<file path="src/rtl/fifo_uart_tx.sv">
// Pops bytes from a synchronous FIFO and serialises them as UART frames (start, 8 data LSB-first, opt. even parity, 1-2 stop).
// Latency: pop pulse 1 cycle after IDLE qualifies, start bit 2 cycles after the pop; frame = (9+PARITY_EN+STOP_BITS)*CLKS_PER_BIT.
// Backpressure: never pops while fifo_empty; enable/fifo_empty are only sampled in IDLE, so an in-flight frame always completes.
module fifo_uart_tx #(
    parameter int CLKS_PER_BIT = 16,
    parameter int PARITY_EN    = 0,
    parameter int STOP_BITS    = 1
) (
    input  logic       clk,
    input  logic       reset,
    input  logic       enable,
    input  logic       fifo_empty,
    input  logic [7:0] fifo_data,
    output logic       fifo_read_en,
    output logic       tx,
    output logic       busy,
    output logic       frame_done
);

    localparam int BW = (CLKS_PER_BIT > 1) ? $clog2(CLKS_PER_BIT) : 1;
    localparam logic [BW-1:0] BAUD_MAX = BW'(CLKS_PER_BIT - 1);
    localparam logic [2:0]    STOP_MAX = 3'(STOP_BITS - 1);

    typedef enum logic [2:0] {IDLE, FETCH, LOAD, START, DATA, PARITY, STOP} state_t;

    state_t        state, state_n;
    logic [7:0]    shift, shift_n;
    logic [BW-1:0] baud, baud_n;
    logic [2:0]    bit_cnt, bit_n;
    logic          par, par_n;
    logic          baud_last;
    logic          tx_n, busy_n, rd_n, done_n;

    always_comb begin
        state_n   = state;
        shift_n   = shift;
        baud_n    = baud + BW'(1);
        bit_n     = bit_cnt;
        par_n     = par;
        baud_last = (baud == BAUD_MAX);

        case (state)
            IDLE: begin
                baud_n = '0;
                bit_n  = '0;
                if (enable && !fifo_empty) state_n = FETCH;
            end
            FETCH: begin
                baud_n  = '0;
                state_n = LOAD;
            end
            LOAD: begin
                baud_n  = '0;
                shift_n = fifo_data;
                par_n   = ^fifo_data;
                state_n = START;
            end
            START: begin
                if (baud_last) begin
                    baud_n  = '0;
                    bit_n   = '0;
                    state_n = DATA;
                end
            end
            DATA: begin
                if (baud_last) begin
                    baud_n  = '0;
                    shift_n = {1'b0, shift[7:1]};
                    if (bit_cnt == 3'd7) begin
                        bit_n   = '0;
                        state_n = (PARITY_EN != 0) ? PARITY : STOP;
                    end else begin
                        bit_n = bit_cnt + 3'd1;
                    end
                end
            end
            PARITY: begin
                if (baud_last) begin
                    baud_n  = '0;
                    state_n = STOP;
                end
            end
            STOP: begin
                if (baud_last) begin
                    baud_n = '0;
                    if (bit_cnt == STOP_MAX) state_n = IDLE;
                    else                     bit_n   = bit_cnt + 3'd1;
                end
            end
            default: state_n = IDLE;
        endcase

        // Outputs are derived from the next state so each registered output lines up with its state.
        rd_n   = (state_n == FETCH);
        busy_n = (state_n != IDLE);
        done_n = (state_n == STOP) && (baud_n == BAUD_MAX) && (bit_n == STOP_MAX);
        case (state_n)
            START:   tx_n = 1'b0;
            DATA:    tx_n = shift_n[0];
            PARITY:  tx_n = par_n;
            default: tx_n = 1'b1;
        endcase
    end

    always_ff @(posedge clk or negedge reset) begin
        if (!reset) begin
            state        <= IDLE;
            shift        <= '0;
            baud         <= '0;
            bit_cnt      <= '0;
            par          <= 1'b0;
            tx           <= 1'b1;
            busy         <= 1'b0;
            fifo_read_en <= 1'b0;
            frame_done   <= 1'b0;
        end else begin
            state        <= state_n;
            shift        <= shift_n;
            baud         <= baud_n;
            bit_cnt      <= bit_n;
            par          <= par_n;
            tx           <= tx_n;
            busy         <= busy_n;
            fifo_read_en <= rd_n;
            frame_done   <= done_n;
        end
    end

endmodule

</file>
<file path="config.mk">
export PLATFORM = sky130hd
export DESIGN_NAME = fifo_uart_tx
export DESIGN_NICKNAME = d
export VERILOG_FILES = /design/src/rtl/fifo_uart_tx.sv
export SDC_FILE = /design/constraint.sdc
export NUM_CORES = 1
export LEC_CHECK = 0
export BUFFER_PORTS_ARGS = -buffer_cell sky130_fd_sc_hd__buf_2
export CAP_MARGIN = 20
export CORE_MARGIN = 4
export CORE_UTILIZATION = 32
export DETAILED_ROUTE_END_ITERATION = 8
export GPL_ROUTABILITY_DRIVEN = 0
export GPL_TIMING_DRIVEN = 1
export PLACE_DENSITY_LB_ADDON = 0.3
export SLEW_MARGIN = 25
export SYNTH_ARGS = -nofsm -noshare
export SYNTH_HDL_FRONTEND = slang
export SYNTH_SLANG_ARGS = --single-unit
</file>
<file path="constraint.sdc">
create_clock -name clk -period 2.4 [get_ports clk]
set_input_delay 0.48 -clock clk [delete_from_list [all_inputs] [get_ports clk]]
set_output_delay 0.48 -clock clk [all_outputs]
set_load 0.02 [all_outputs]
</file>
# Word-level counts from Yosys, hierarchy flattened
# Cells that the tools add are included.
[word_totals] reg_bits=23 in_bits=12
[op_classes] muxes=20 addsub=2 eq_ne=15 n_reduce_logical=13
[op_table] cell="3-bit 2-to-1 mux" n=12
[op_table] cell="3-bit equality test (second input constant)" n=7
[op_table] cell="3-bit one-hot mux with 7 select lines" n=1
[op_table] cell="8-bit one-hot mux with 2 select lines" n=1
[op_table] cell="3-bit one-hot mux with 4 select lines" n=1
[op_table] cell="3-bit by 2-bit equality test with 1-bit output (second input constant)" n=3
[op_table] cell="3-bit zero test" n=3
[op_table] cell="4-bit equality test (second input constant)" n=2
[op_table] cell="8-bit 2-to-1 mux" n=1
[op_table] cell="4-bit one-hot mux with 2 select lines" n=1
[op_table] cell="8-bit parity" n=1
[op_table] cell="3-bit by 1-bit equality test with 1-bit output (second input constant)" n=2
[op_table] cell="4-bit by 1-bit adder with 4-bit output (second input constant)" n=1
[op_table] cell="4-bit 2-to-1 mux" n=1
[op_table] cell="4-bit OR reduction" n=1
[op_table] cell="3-bit by 1-bit adder with 3-bit output (second input constant)" n=1
[op_table] cell="1-bit logical AND" n=3
[op_table] cell="1-bit one-hot mux with 3 select lines" n=1
[op_table] cell="3-bit nonzero test" n=1
[op_table] cell="3-bit OR reduction" n=1
[op_table] cell="2-bit != test (second input constant)" n=1
[op_table] cell="2-bit AND reduction" n=1
[op_table] cell="2-bit nonzero test" n=1
[op_table] cell="1-bit zero test" n=1
[op_table] cell="1-bit 2-to-1 mux" n=1

# Logic depth before layout (Yosys ltp)
[logic_depth] word_depth=7 depth_mapped=7 depth_no_buf=7

# Worst setup path before layout
# No wires, ideal clock.
[synth_timing] path_kind="reg2reg" from="reg baud[0]" to="reg busy" slack_ps=715 setup_ps=131 arrival_ps=1554 required_time_ps=2269 stages_incl_launch_ff=7 cell_sequence="dfrtp_1 > ha_1 > and3_1 > buf_6 > mux2i_1 > a211oi_2 > or3_1"
[synth_via] elab_chain_len=4 elab_cells_between_ends=7
[synth_lines] item="from (decl)" line="28" rtl="logic [BW-1:0] baud, baud_n;"
[synth_lines] item="from (signal assigned)" line="119" rtl="baud <= baud_n;"
[synth_lines] item="4-bit equality test (*)" line="40" rtl="baud_last = (baud == BAUD_MAX);"
[synth_lines] item="3-bit 2-to-1 mux (on tied branches)"
[synth_lines] item="3-bit one-hot mux with 7 select lines (*)" line="42" rtl="case (state)"
[synth_lines] item="net state_n[1]" line="26" rtl="state_t state, state_n;"
[synth_lines] item="3-bit nonzero test (*)" line="95" rtl="busy_n = (state_n != IDLE);"
[synth_lines] item="net busy_n" line="32" rtl="logic tx_n, busy_n, rd_n, done_n;"
[synth_lines] item="to (signal assigned)" line="123" rtl="busy <= busy_n;"
[synth_lines] item="to (decl)" line="16" rtl="output logic busy,"
# The timed path passes the listed nets; every way through them passes the cells marked *.
# A chain may end at the register's enable or synchronous reset.

# Worst setup path after layout
# Same ends and word-level chain as after synthesis.

==> impl_metrics.py <==
metrics = {
    "worst_setup_path": {
        "worst_setup_path_start_kind": "flip-flop",
        "criticalPathCategory": "reg2reg",
        "worst_ep_required_time_ns": 2.54,
        "cp_max_fo": 7,
        "critPathCaptureType": "flip-flop",
        "worst-endpoint-arrival_ns": 2.04,
    },
    "cts": {
        "clock_tree.root_cell": "sky130_fd_sc_hd__clkbuf_8",
        "tritoncts.num_buffers": 3,
        "max-clock-path-buffers": 2,
        "tritoncts_clock_tree": "built",
        "cts_setup_buffers": 0,
        "cts-hold-fix-buffers": 0,
        "clkTransAtPathRegs_ns": 0.08,
        "numClockSinks": 23,
        "post_cts_resize_count": 0,
        "htree_levels": 1,
        "worst_skew_pair.late_latency_ns": 0.26,
    },
    "synth": {
        "edff_count_synth": 0,
        "synthesized_area_sq_mm": 0.001261,
        "synth.yosys.warnings": 0,
        "postSynthRegisterBits": 23,
        "ys_top_cells_by_area": "sky130_fd_sc_hd__dfrtp_1 (44%), sky130_fd_sc_hd__nand2_1 (6.3%), sky130_fd_sc_hd__xnor2_1 (5.6%)",
        "ffs_w_async_s_r_synth": 1.000,
        "yosys.area.top_type_share": 0.4365,
        "mappedNetlistNets": 146,
        "synth_cells": 130,
        "post-synth-top-area-cell": "sky130_fd_sc_hd__dfrtp_1",
        "synth.yosys.seq_area_share": 0.4573,
        "syn_avg_cell_area_sq_um": 9.702,
        "postSynth.topFlopCell": "sky130_fd_sc_hd__dfrtp_1",
        "synthDistinctLibCells": 39,
    },
    "pwr": {
        "power.internal_w": 0.0005486,
        "power.density_mw_per_mm2": 497.6,
        "swShare": 0.2202,
        "worst_ir_drop_vdd_mv": 0.1641,
        "seq_power_share": 0.580,
        "power_frac_clock": 0.339,
        "total_power_w": 0.0007035,
        "share_comb_of_total_power": 0.081,
        "p_leak_nw": 0.6050,
        "net_switching_power_of_the_design_w": 0.0001549,
    },
    "global_route": {
        "number_of_global_route_vias_before_repair": 950,
        "number_of_antenna_violations_at_the_first_check_in_global_routing": 0,
        "globalRoute.totalOverflow": 0,
        "grt_start_max_net_pins": 24,
        "grt.total_usage": 0.1027,
        "grt_first_pass_wirelength_mm": 4.160,
    },
    "layout": {
        "fillCellCount": 403,
        "layout_commonest_cell": "sky130_fd_sc_hd__dfrtp_1",
        "area_delta_synth_final_pct": 12.10,
        "drive_above_1_share": 0.1806,
        "commonest_cells_after_routing_fill_and_taps_aside": "sky130_fd_sc_hd__dfrtp_1 (22), sky130_fd_sc_hd__nand2_1 (21), sky130_fd_sc_hd__buf_2 (15)",
        "antenna_cells": 0,
        "nNetsFinal": 161,
        "finish.utilization": 0.3777,
    },
    "flow_run": {
        "drv.max_cap_violation_count": 0,
    },
    "detailed_routing": {
        "routedLengthMet1_mm": 1.122,
        "antenna_left": 0,
        "detailroute.via_count": 988,
        "wl_met2_mm": 1.145,
        "routed_wl_mm": 2.416,
        "dr.max_layer_used": "met4",
        "drt_pre_antenna_iters": 4,
        "wire_per_inst_um": 12.58,
        "avgViaCountPerCell": 5.146,
        "routed-wl-met3_um": 108,
        "remaining_drc_errors": 0,
        "detail_route.iter0.violations": 36,
    },
    "floorplanning": {
        "initial_core_utilization": 0.3369,
        "die_x_um": 70.78,
        "num_rows": 22,
        "die_h_um": 70.78,
        "core_region_area_sq_mm": 0.003744,
        "floorplan.die_area_sq_mm": 0.005010,
        "design.portCount": 16,
    },
    "placed_design": {
        "port_buffers": 15,
        "place_hpwl_mm": 1.798,
        "dpl_worst_slack_ns": 0.5511,
    },
    "timing": {
        "timing.final.ws_setup_ns": 0.5007,
        "grt_setup_unrepaired": "false",
        "clock_skew_ns": 0.002716,
        "slew-limit-headroom": 0.6300,
        "timing.final.crit_share": 0.7914,
        "max_clk_rate_mhz": 526.5,
        "finalMaxSlewViolations": 0,
        "worst_slew_pin_slew_ns": 0.5551,
        "timing.final.crit_period_ns": 1.899,
        "setup_violations": 0,
        "final_hold_viol_count": 0,
        "total_negative_setup_slacks_ns": 0,
    },
    "min_path": {
        "min_path_type": "in2async",
    },
    "run_status": {
        "status": "finished, final reports clean",
    },
}
## power groups by stage
| stage | Sequential, W | Clock, W | Combinational (W) |
|---|---|---|---|
| 2_1_floorplan | 0.000415 | 0 | 0.0000334 |
| 3_3_place_gp | 0.000415 | 0 | 0.0000580 |
| 3_5_place_dp | 0.000416 | 0 | 0.0000590 |
| 4_1_cts | 0.000408 | 0.000247 | 0.0000589 |
| 5_1_grt | 0.000410 | 0.000263 | 0.0000648 |
| 6_report | 0.000408 | 0.000238 | 0.0000572 |
## worst paths after layout
kind / depth (start not counted) / end / slack (ns) / from
hold / removal: 1 / frame_done$_DFF_PN0_ / 0.19 / reset
min in group clk: 3 / shift[7]$_DFFE_PN0P_ / 0.46 / fifo_data[7]
setup / recovery: 5 / busy$_DFF_PN0_ / 0.50 / baud[0]$_DFF_PN0_
setup reg to reg: 5 / busy$_DFF_PN0_ / 0.50 / baud[0]$_DFF_PN0_
hold reg to reg: 2 / shift[5]$_DFFE_PN0P_ / 0.48 / shift[5]$_DFFE_PN0P_
max in group asynchronous: 1 / tx$_DFF_PN1_ / 1.85 / reset
## Yosys cell counts, drive strengths merged (2+ instances only)
cell and count:
a211oi 2, a21oi 4, a22oi 6, buf 5
dfrtp 22, ha 4, inv 5, nand2 21
nand2b 3, nand3 4, nor2 5, nor3 4
nor3b 4, nor4 2, o211ai 2, o21ai 9
o31ai 2, o32ai 2, or2 2, xnor2 8
## critical path, stage by stage, from the launching register on
cell,delay (ns)
sky130_fd_sc_hd__dfrtp_1,0.40
sky130_fd_sc_hd__ha_1,0.25
sky130_fd_sc_hd__and3_1,0.35
sky130_fd_sc_hd__mux2i_1,0.26
sky130_fd_sc_hd__a211oi_2,0.12
sky130_fd_sc_hd__or3_1,0.40
## area by class of cell
| class | instances | area [sq um] | area share |
|---|---|---|---|
| multi-input combinational | 96 | 630.6 | 0.4460 |
| sequential | 23 | 576.8 | 0.4080 |
| timing repair buffer | 16 | 82.58 | 0.05841 |
| tap | 48 | 60.06 | 0.04248 |
| clock buffer | 4 | 45.04 | 0.03186 |
| inverter | 5 | 18.77 | 0.01327 |
## per-stage QoR
step / area [sq um] / hold WS, ns / std cells
floorplan: 1261 / 0.1844 / 130
global placement: 1369 / 0.4595 / 188
detailed placement: 1369 / 0.4647 / 188
CTS: 1414 / 0.2043 / 192
global route: 1414 / 0.2223 / 192
finish: 1414 / 0.1858 / 192
## sequential cells by signal, summed over array words and instances (netlist names)
signal	flops
baud	4
bit_cnt	3
busy	1
fifo_read_en	1
frame_done	1
par	1
shift	8
state	3
tx	1
## metal layers
layer  global-route usage  vias to the layer above
met5                    0                        -
met4              0.04384                        0
met3              0.02699                        5
met2               0.1565                       22
met1               0.1374                      470
li1                     -                      491
## cells by family after synthesis
family                     share of synthesized area
and+or+nand+nor                               0.2282
xor gates and xnor gates                     0.06250
adders and majority gates                    0.03968
muxes                                       0.007937
DFF                                           0.4573
AOI/OAI and AO/OA                             0.1617
buffers and inverters                        0.04266
No activity file was read; power rests on OpenSTA's default activity.
